<file path="src/rtl/uart_tx_buffered.sv">
// 8N1 serial transmitter with a one-byte holding register ahead of the shift register.
// Latency: a byte accepted in IDLE drives the start bit on the next edge; frames run back-to-back.
// Backpressure: data_in_ready drops while the holding register is full and returns once it drains.
module uart_tx_buffered #(
  parameter int CLOCK_FREQ = 50_000_000,
  parameter int BAUD_RATE  = 115200
) (
  input  logic       clk,
  input  logic       rst,
  input  logic [7:0] data_in,
  input  logic       data_in_valid,
  output logic       data_in_ready,
  output logic       serial_out,
  output logic       tx_busy
);

  localparam int SYMBOL_EDGE_TIME = CLOCK_FREQ / BAUD_RATE;
  // Keep at least one counter bit so a one-cycle-per-bit configuration still elaborates.
  localparam int CW = (SYMBOL_EDGE_TIME > 1) ? $clog2(SYMBOL_EDGE_TIME) : 1;
  localparam logic [CW-1:0] CNT_LAST = CW'(SYMBOL_EDGE_TIME - 1);

  typedef enum logic [1:0] {IDLE, START, DATA, STOP} state_t;

  state_t        state, state_nxt;
  logic [CW-1:0] cnt, cnt_nxt;
  logic [2:0]    bit_idx, bit_idx_nxt;
  logic [7:0]    shifter, shifter_nxt;
  logic          hold_valid, hold_valid_nxt;
  logic [7:0]    hold_data, hold_data_nxt;
  logic          serial_nxt;
  logic          busy_nxt;
  logic          bit_end;

  assign data_in_ready = !hold_valid;
  assign bit_end       = (cnt == CNT_LAST);

  // Next-state logic: holding-register accept, frame sequencing, and the look-ahead line level.
  always_comb begin
    state_nxt      = state;
    cnt_nxt        = cnt;
    bit_idx_nxt    = bit_idx;
    shifter_nxt    = shifter;
    hold_valid_nxt = hold_valid;
    hold_data_nxt  = hold_data;
    serial_nxt     = 1'b1;
    busy_nxt       = 1'b0;

    // Accept only into an empty holding register; a load never coincides with this
    // because loads require hold_valid to already be set.
    if (data_in_valid && !hold_valid) begin
      hold_valid_nxt = 1'b1;
      hold_data_nxt  = data_in;
    end

    case (state)
      IDLE: begin
        if (hold_valid) begin
          shifter_nxt    = hold_data;
          hold_valid_nxt = 1'b0;
          cnt_nxt        = '0;
          state_nxt      = START;
        end
      end
      START: begin
        if (bit_end) begin
          cnt_nxt     = '0;
          bit_idx_nxt = 3'd0;
          state_nxt   = DATA;
        end else begin
          cnt_nxt = cnt + 1'b1;
        end
      end
      DATA: begin
        if (bit_end) begin
          cnt_nxt = '0;
          if (bit_idx == 3'd7) begin
            state_nxt = STOP;
          end else begin
            bit_idx_nxt = bit_idx + 3'd1;
          end
        end else begin
          cnt_nxt = cnt + 1'b1;
        end
      end
      STOP: begin
        if (bit_end) begin
          cnt_nxt = '0;
          if (hold_valid) begin
            // Chain straight into the next start bit with no idle gap.
            shifter_nxt    = hold_data;
            hold_valid_nxt = 1'b0;
            state_nxt      = START;
          end else begin
            state_nxt = IDLE;
          end
        end else begin
          cnt_nxt = cnt + 1'b1;
        end
      end
      default: state_nxt = IDLE;
    endcase

    // The line and busy flag are registered, so they are derived from the next state.
    case (state_nxt)
      START:   serial_nxt = 1'b0;
      DATA:    serial_nxt = shifter_nxt[bit_idx_nxt];
      default: serial_nxt = 1'b1;
    endcase
    busy_nxt = (state_nxt != IDLE);
  end

  // State registers; reset abandons any frame in flight and returns the line high at once.
  always_ff @(posedge clk or posedge rst) begin
    if (rst) begin
      state      <= IDLE;
      cnt        <= '0;
      bit_idx    <= 3'd0;
      shifter    <= 8'd0;
      hold_valid <= 1'b0;
      hold_data  <= 8'd0;
      serial_out <= 1'b1;
      tx_busy    <= 1'b0;
    end else begin
      state      <= state_nxt;
      cnt        <= cnt_nxt;
      bit_idx    <= bit_idx_nxt;
      shifter    <= shifter_nxt;
      hold_valid <= hold_valid_nxt;
      hold_data  <= hold_data_nxt;
      serial_out <= serial_nxt;
      tx_busy    <= busy_nxt;
    end
  end

endmodule

</file>
<file path="config.mk">
export PLATFORM = sky130hd
export DESIGN_NAME = uart_tx_buffered
export DESIGN_NICKNAME = d
export VERILOG_FILES = /design/src/rtl/uart_tx_buffered.sv
export SDC_FILE = /design/constraint.sdc
export NUM_CORES = 1
export LEC_CHECK = 0
export BUFFER_PORTS_ARGS = -buffer_cell sky130_fd_sc_hd__buf_2
export CAP_MARGIN = 15
export CORE_ASPECT_RATIO = 0.7
export CORE_MARGIN = 2
export CORE_UTILIZATION = 50
export CTS_BUF_LIST = sky130_fd_sc_hd__clkbuf_8
export DETAILED_ROUTE_END_ITERATION = 10
export GPL_ROUTABILITY_DRIVEN = 0
export GPL_TIMING_DRIVEN = 1
export PLACE_DENSITY_LB_ADDON = 0.05
export RECOVER_POWER = 100
export SYNTH_ARGS = -nofsm -noshare
export SYNTH_HDL_FRONTEND = slang
export SYNTH_SLANG_ARGS = --single-unit
</file>
<file path="constraint.sdc">
create_clock -name clk -period 4.2 [get_ports clk]
set_input_delay 0.84 -clock clk [delete_from_list [all_inputs] [get_ports clk]]
set_output_delay 0.84 -clock clk [all_outputs]
set_load 0.005 [all_outputs]
</file>
Word-level counts from Yosys, hierarchy flattened:

Index checks and enable logic that the tools add are counted.

* word-level logic and storage cells: 48
* bits of input ports: 11
* output and inout port bits: 3
* bits in registers: 33

* equality and inequality tests: 8
* $lt $le $gt $ge: 1
* reductions and logical operators: 5
* $add $sub $neg: 2
* muxes and demuxes: 24

Operators with widths (count)
* 2-to-1 mux 9 bit: 2
* case mux 9 bit (2 select lines): 1
* 2-to-1 mux 8 bit: 2
* case mux 8 bit (2 select lines): 1
* 2-to-1 mux 2 bit: 5
* adder 9 x 1 -> 9 bit (second input constant): 1
* == test 9 bit (second input constant): 1
* 2-to-1 mux 3 bit: 3
* case mux 2 bit (4 select lines): 1
* == test 2 bit (second input constant): 3
* case mux 3 bit (2 select lines): 1
* 2-to-1 mux 1 bit: 5
* == test 2 x 1 -> 1 bit (second input constant): 2
* less-than comparator 3 x 4 -> 1 bit (second input constant): 1
* case mux 1 bit (2 select lines): 2
* adder 3 x 1 -> 3 bit (second input constant): 1
* binary-select mux 1 bit (select 3 bit): 1
* == test 3 bit (second input constant): 1
* OR reduction 3 bit: 1
* zero test 2 bit: 1
* inequality test 2 bit (second input constant): 1
* nonzero test 2 bit: 1
* logical AND 1 bit: 1
* zero test 1 bit: 1

Longest topological paths before layout:

* depth after elaboration: 7
* mapped depth: 11
* mapped depth without buffers: 10

Least setup slack after synthesis:

No wires, ideal clock.

* path kind: register to register
* start: register state[0]
* end: register serial_out
* path buffers: 0
* setup slack: 1.961 ns
* data arrival time: 2.153 ns
* setup time: 0.086 ns
* cell stages (with the launch flop): 10
* cells stage by stage: dfrtp_1 -> inv_1 -> ha_1 -> inv_1 -> or4_1 -> and2_4 -> clkinv_4 -> mux2_1 -> o211ai_1 -> a31oi_1

* cells in the longest elaborated chain, start to end: 5

Ends and longest elaborated chain
* start: declaration: line 24 `state_t state, state_nxt;`
* start signal: assignment: line 124 `state <= state_nxt;`
* == test 2 bit or == test 2 x 1 -> 1 bit (tied branches): line 55 `case (state)`
* case mux 3 bit (2 select lines) *: line 55
* net bit_idx_nxt[0]: line 26 `logic [2:0] bit_idx, bit_idx_nxt;`
* binary-select mux 1 bit (select 3 bit) *: line 106 `DATA: serial_nxt = shifter_nxt[bit_idx_nxt];`
* 2-to-1 mux 1 bit (not written as such) *: line 106
* case mux 1 bit (2 select lines) *: line 104 `case (state_nxt)`
* net serial_nxt: line 30 `logic serial_nxt;`
* end signal: assignment: line 130 `serial_out <= serial_nxt;`
* end: declaration: line 13 `output logic serial_out,`

The timed path passes the listed nets; every way through them passes the cells marked *. The select of a mux whose other input is x is not followed.
A chain may end at the register's enable or synchronous reset.

Worst setup path after layout:

* start: register cnt[0]
* end: register serial_out

* cells in the longest elaborated chain, start to end: 6

Ends and longest elaborated chain
* start: declaration: line 25 `logic [CW-1:0] cnt, cnt_nxt;`
* start signal: assignment: line 125 `cnt <= cnt_nxt;`
* == test 9 bit: line 35 `assign bit_end = (cnt == CNT_LAST);`
* 2-to-1 mux 8 bit: line 86 `if (bit_end) begin`
* case mux 8 bit (2 select lines): line 55
* net shifter_nxt[2]: line 27 `logic [7:0] shifter, shifter_nxt;`
* binary-select mux 1 bit (select 3 bit): line 106
* 2-to-1 mux 1 bit (not written as such): line 106
* case mux 1 bit (2 select lines): line 104
* net serial_nxt: line 30

The timed path passes the listed nets, and every way through them passes these cells. The select of a mux whose other input is x is not followed.

==> run metrics <==
status finished, final reports clean; # clock sinks 33; I/O pins 14; DR vias 1284; Worst Setup End Kind flip-flop; top-count cell post-synth dfrtp_1; setup bufs post-CTS 0; # rows 17; Syn Nets 177; most used routing layer met1; Post-CTS Hold Buffers 0; wire per inst 16.4 um; largest net degree at the start of global routing 23; Skew-Pair Late Insertion Delay 0.29 ns; Slew @ Worst Pin 1.02 ns; Initial Util 53.0%; dominant cell type by area after synthesis dfrtp_1; crit path DAT 3.00 ns; gr usage total 20.9%; final worst-path cycle share 66.4%; Die X 73.5 um; yosys warns 0; crit path launch type flip-flop; worst vdd ir 0.314 mV; Power Density 722 nW/um^2; Area Overhead vs Synth 11.4%; met1 usage 31.3%; fraction of registers with async set/reset 100%; clk root buf clkbuf_8; Syn Std Cell Area 1690 um^2; full die area 3870 um^2; Power Total 0.00136 W; sequential fraction of the synthesis area 48.9%; die height 52.6 um; Routed Antenna Nets 0; clock-pin slew on the worst setup and hold paths 0.07 ns; Num CTS Buffers 5; global route overflow 0; port bufs 13; placeable core area 3190 um^2; DP Worst Slack 1.81 ns; peak fanout along the critical path 9; cells taking the most area after synthesis dfrtp_1 (47%), ha_1 (5.9%), mux2_2 (5.3%), o21ai_0 (4.4%), a22o_1 (3.6%); Setup CP Type flip-flop to flip-flop; Max Fclk 0.359 GHz; clock buffer depth 2; first-pass GRT wire length 5840 um; Worst Path Required 4.41 ns; area share of the largest cell type after synthesis 47.4%; top_reg_cell synth dfrtp_1; final worst clock skew 0.00738 ns; via count of the first global-routing pass 1179; number of synthesized register bits 33; met3 usage 5.96%; drt initial violations 116; htree depth 2; RSZ-0062 raised after global routing false; synth cell count leaders dfrtp_1 (32), o21ai_0 (15), inv_1 (10); Setup WS post-layout 1.41 ns; final core occ 59.0%; Hold WC Path Type flip-flop to flip-flop; Post-Syn Instances 158; Synth cell types 41; Antenna diodes 0; Setup violations, final 0; initial antenna violation count 0; CTS tree done; drt total wl 3500 um; met2 Track Usage GR 26.9%; max-cap viol count 0; Hold Violations, Final 0; post-CTS sizing 0; router iterations before antenna repair 4; fin crit period 2.79 ns; Slew HR 31.3%; vias per cell 6.00; ratio of cells with drive above 1 in the final layout 18.2%; DRC violations left 0; Post-synth EDFFs 0; Detailed Place HPWL 2480 um; Slew Limit Fails 0; WHS 0.484 ns; Final Net Count 194; synthesized area per cell 10.7 um^2; final setup TNS 0 ns; Leakage 0.896 nW
-- power by group --
part / internal, W / switching (W) / leakage [nW] / total [W]
sequential: 0.000443 / 0.0000746 / 0.422 / 0.000517
clock: 0.000191 / 0.000117 / 0.0626 / 0.000308
combinational: 0.000224 / 0.000310 / 0.411 / 0.000534
-- final cells by class --
type | instances | area [um^2]
fillers | 273 | 1310
flip-flops and latches | 33 | 827
multi-input cells | 110 | 779
clock buffers | 6 | 82.6
repair buffers | 14 | 66.3
well taps | 38 | 47.5
inverters | 11 | 46.3
clock inverters | 2 | 33.8
-- cell usage in the layout, fill, tap and decap left out, drive strengths merged --
| cell type | Yosys | final |
|---|---|---|
| a211o | 1 | 1 |
| a21boi | 1 | 1 |
| a21oi | 4 | 4 |
| a22o | 7 | 7 |
| a22oi | 2 | 2 |
| a31oi | 4 | 4 |
| a32oi | 1 | 1 |
| a41o | 1 | 1 |
| and2 | 2 | 2 |
| and3 | 6 | 6 |
| and4b | 1 | 1 |
| and4bb | 1 | 1 |
| buf | 1 | 11 |
| bufinv | 0 | 1 |
| clkbuf | 3 | 9 |
| clkinv | 1 | 1 |
| dfrtp | 32 | 32 |
| dfstp | 1 | 1 |
| ha | 8 | 8 |
| inv | 10 | 11 |
| mux2 | 9 | 9 |
| mux2i | 1 | 1 |
| nand2 | 5 | 5 |
| nand2b | 7 | 7 |
| nand3 | 6 | 6 |
| nand3b | 1 | 1 |
| nor2 | 9 | 9 |
| nor2b | 4 | 4 |
| nor3 | 1 | 1 |
| o211ai | 1 | 1 |
| o21a | 1 | 1 |
| o21ai | 16 | 16 |
| o22ai | 1 | 1 |
| o31a | 1 | 1 |
| o31ai | 4 | 4 |
| o32a | 1 | 1 |
| or2 | 2 | 2 |
| or4 | 1 | 1 |
-- path summary, 6_finish.rpt --
check	startpoint	endpoint	slack, ns	depth (start not counted)
max in group asynchronous	rst	shifter[7]	2.47	3
worst min-delay path	cnt[8]	cnt[8]	0.48	1
worst max-delay path	cnt[0]	serial_out	1.41	8
worst min register to register	cnt[8]	cnt[8]	0.48	1
min in group asynchronous	rst	cnt[1]	0.70	2
worst max register to register	cnt[0]	serial_out	1.41	8
-- worst max-delay path: stages, from the launching register on --
cell and delay, ns:
dfrtp_1 0.42, ha_1 0.21, and4b_1 0.28, and3_1 0.20, o21ai_0 0.80, a22o_1 0.29, nor2_1 0.06, o32a_1 0.33
a31oi_1 0.13
-- through the flow --
step | cells | area (um^2)
5_1_grt | 214 | 1880
4_1_cts | 214 | 1910
6_report | 214 | 1880
3_3_place_gp | 206 | 1790
3_5_place_dp | 206 | 1790
2_1_floorplan | 158 | 1690
-- flip-flops by register name (all words and copies together) (netlist names) --
register / count
bit_idx: 3
cnt: 9
hold_data: 8
hold_valid: 1
serial_out: 1
shifter: 8
state: 2
tx_busy: 1
-- cells by family (layout without fill, tap and decap cells) --
family | count (synthesis) | after routing | synth area share [%]
buffers and inverters | 15 | 33 | 3.85
AO/OA/AOI/OAI | 46 | 46 | 18.8
flip-flops | 33 | 33 | 48.9
adder cells (fa/ha/maj) | 8 | 8 | 5.92
multiplexers | 10 | 10 | 6.59
AND/OR/NAND/NOR | 46 | 46 | 15.9
-- layer usage --
layer  wire (um)  part of all wire [%]
met3         164                   4.7
met5           0                     0
met2        1430                    41
met1        1850                    53
met4          61                   1.7
(Power assumes the default switching activity.)
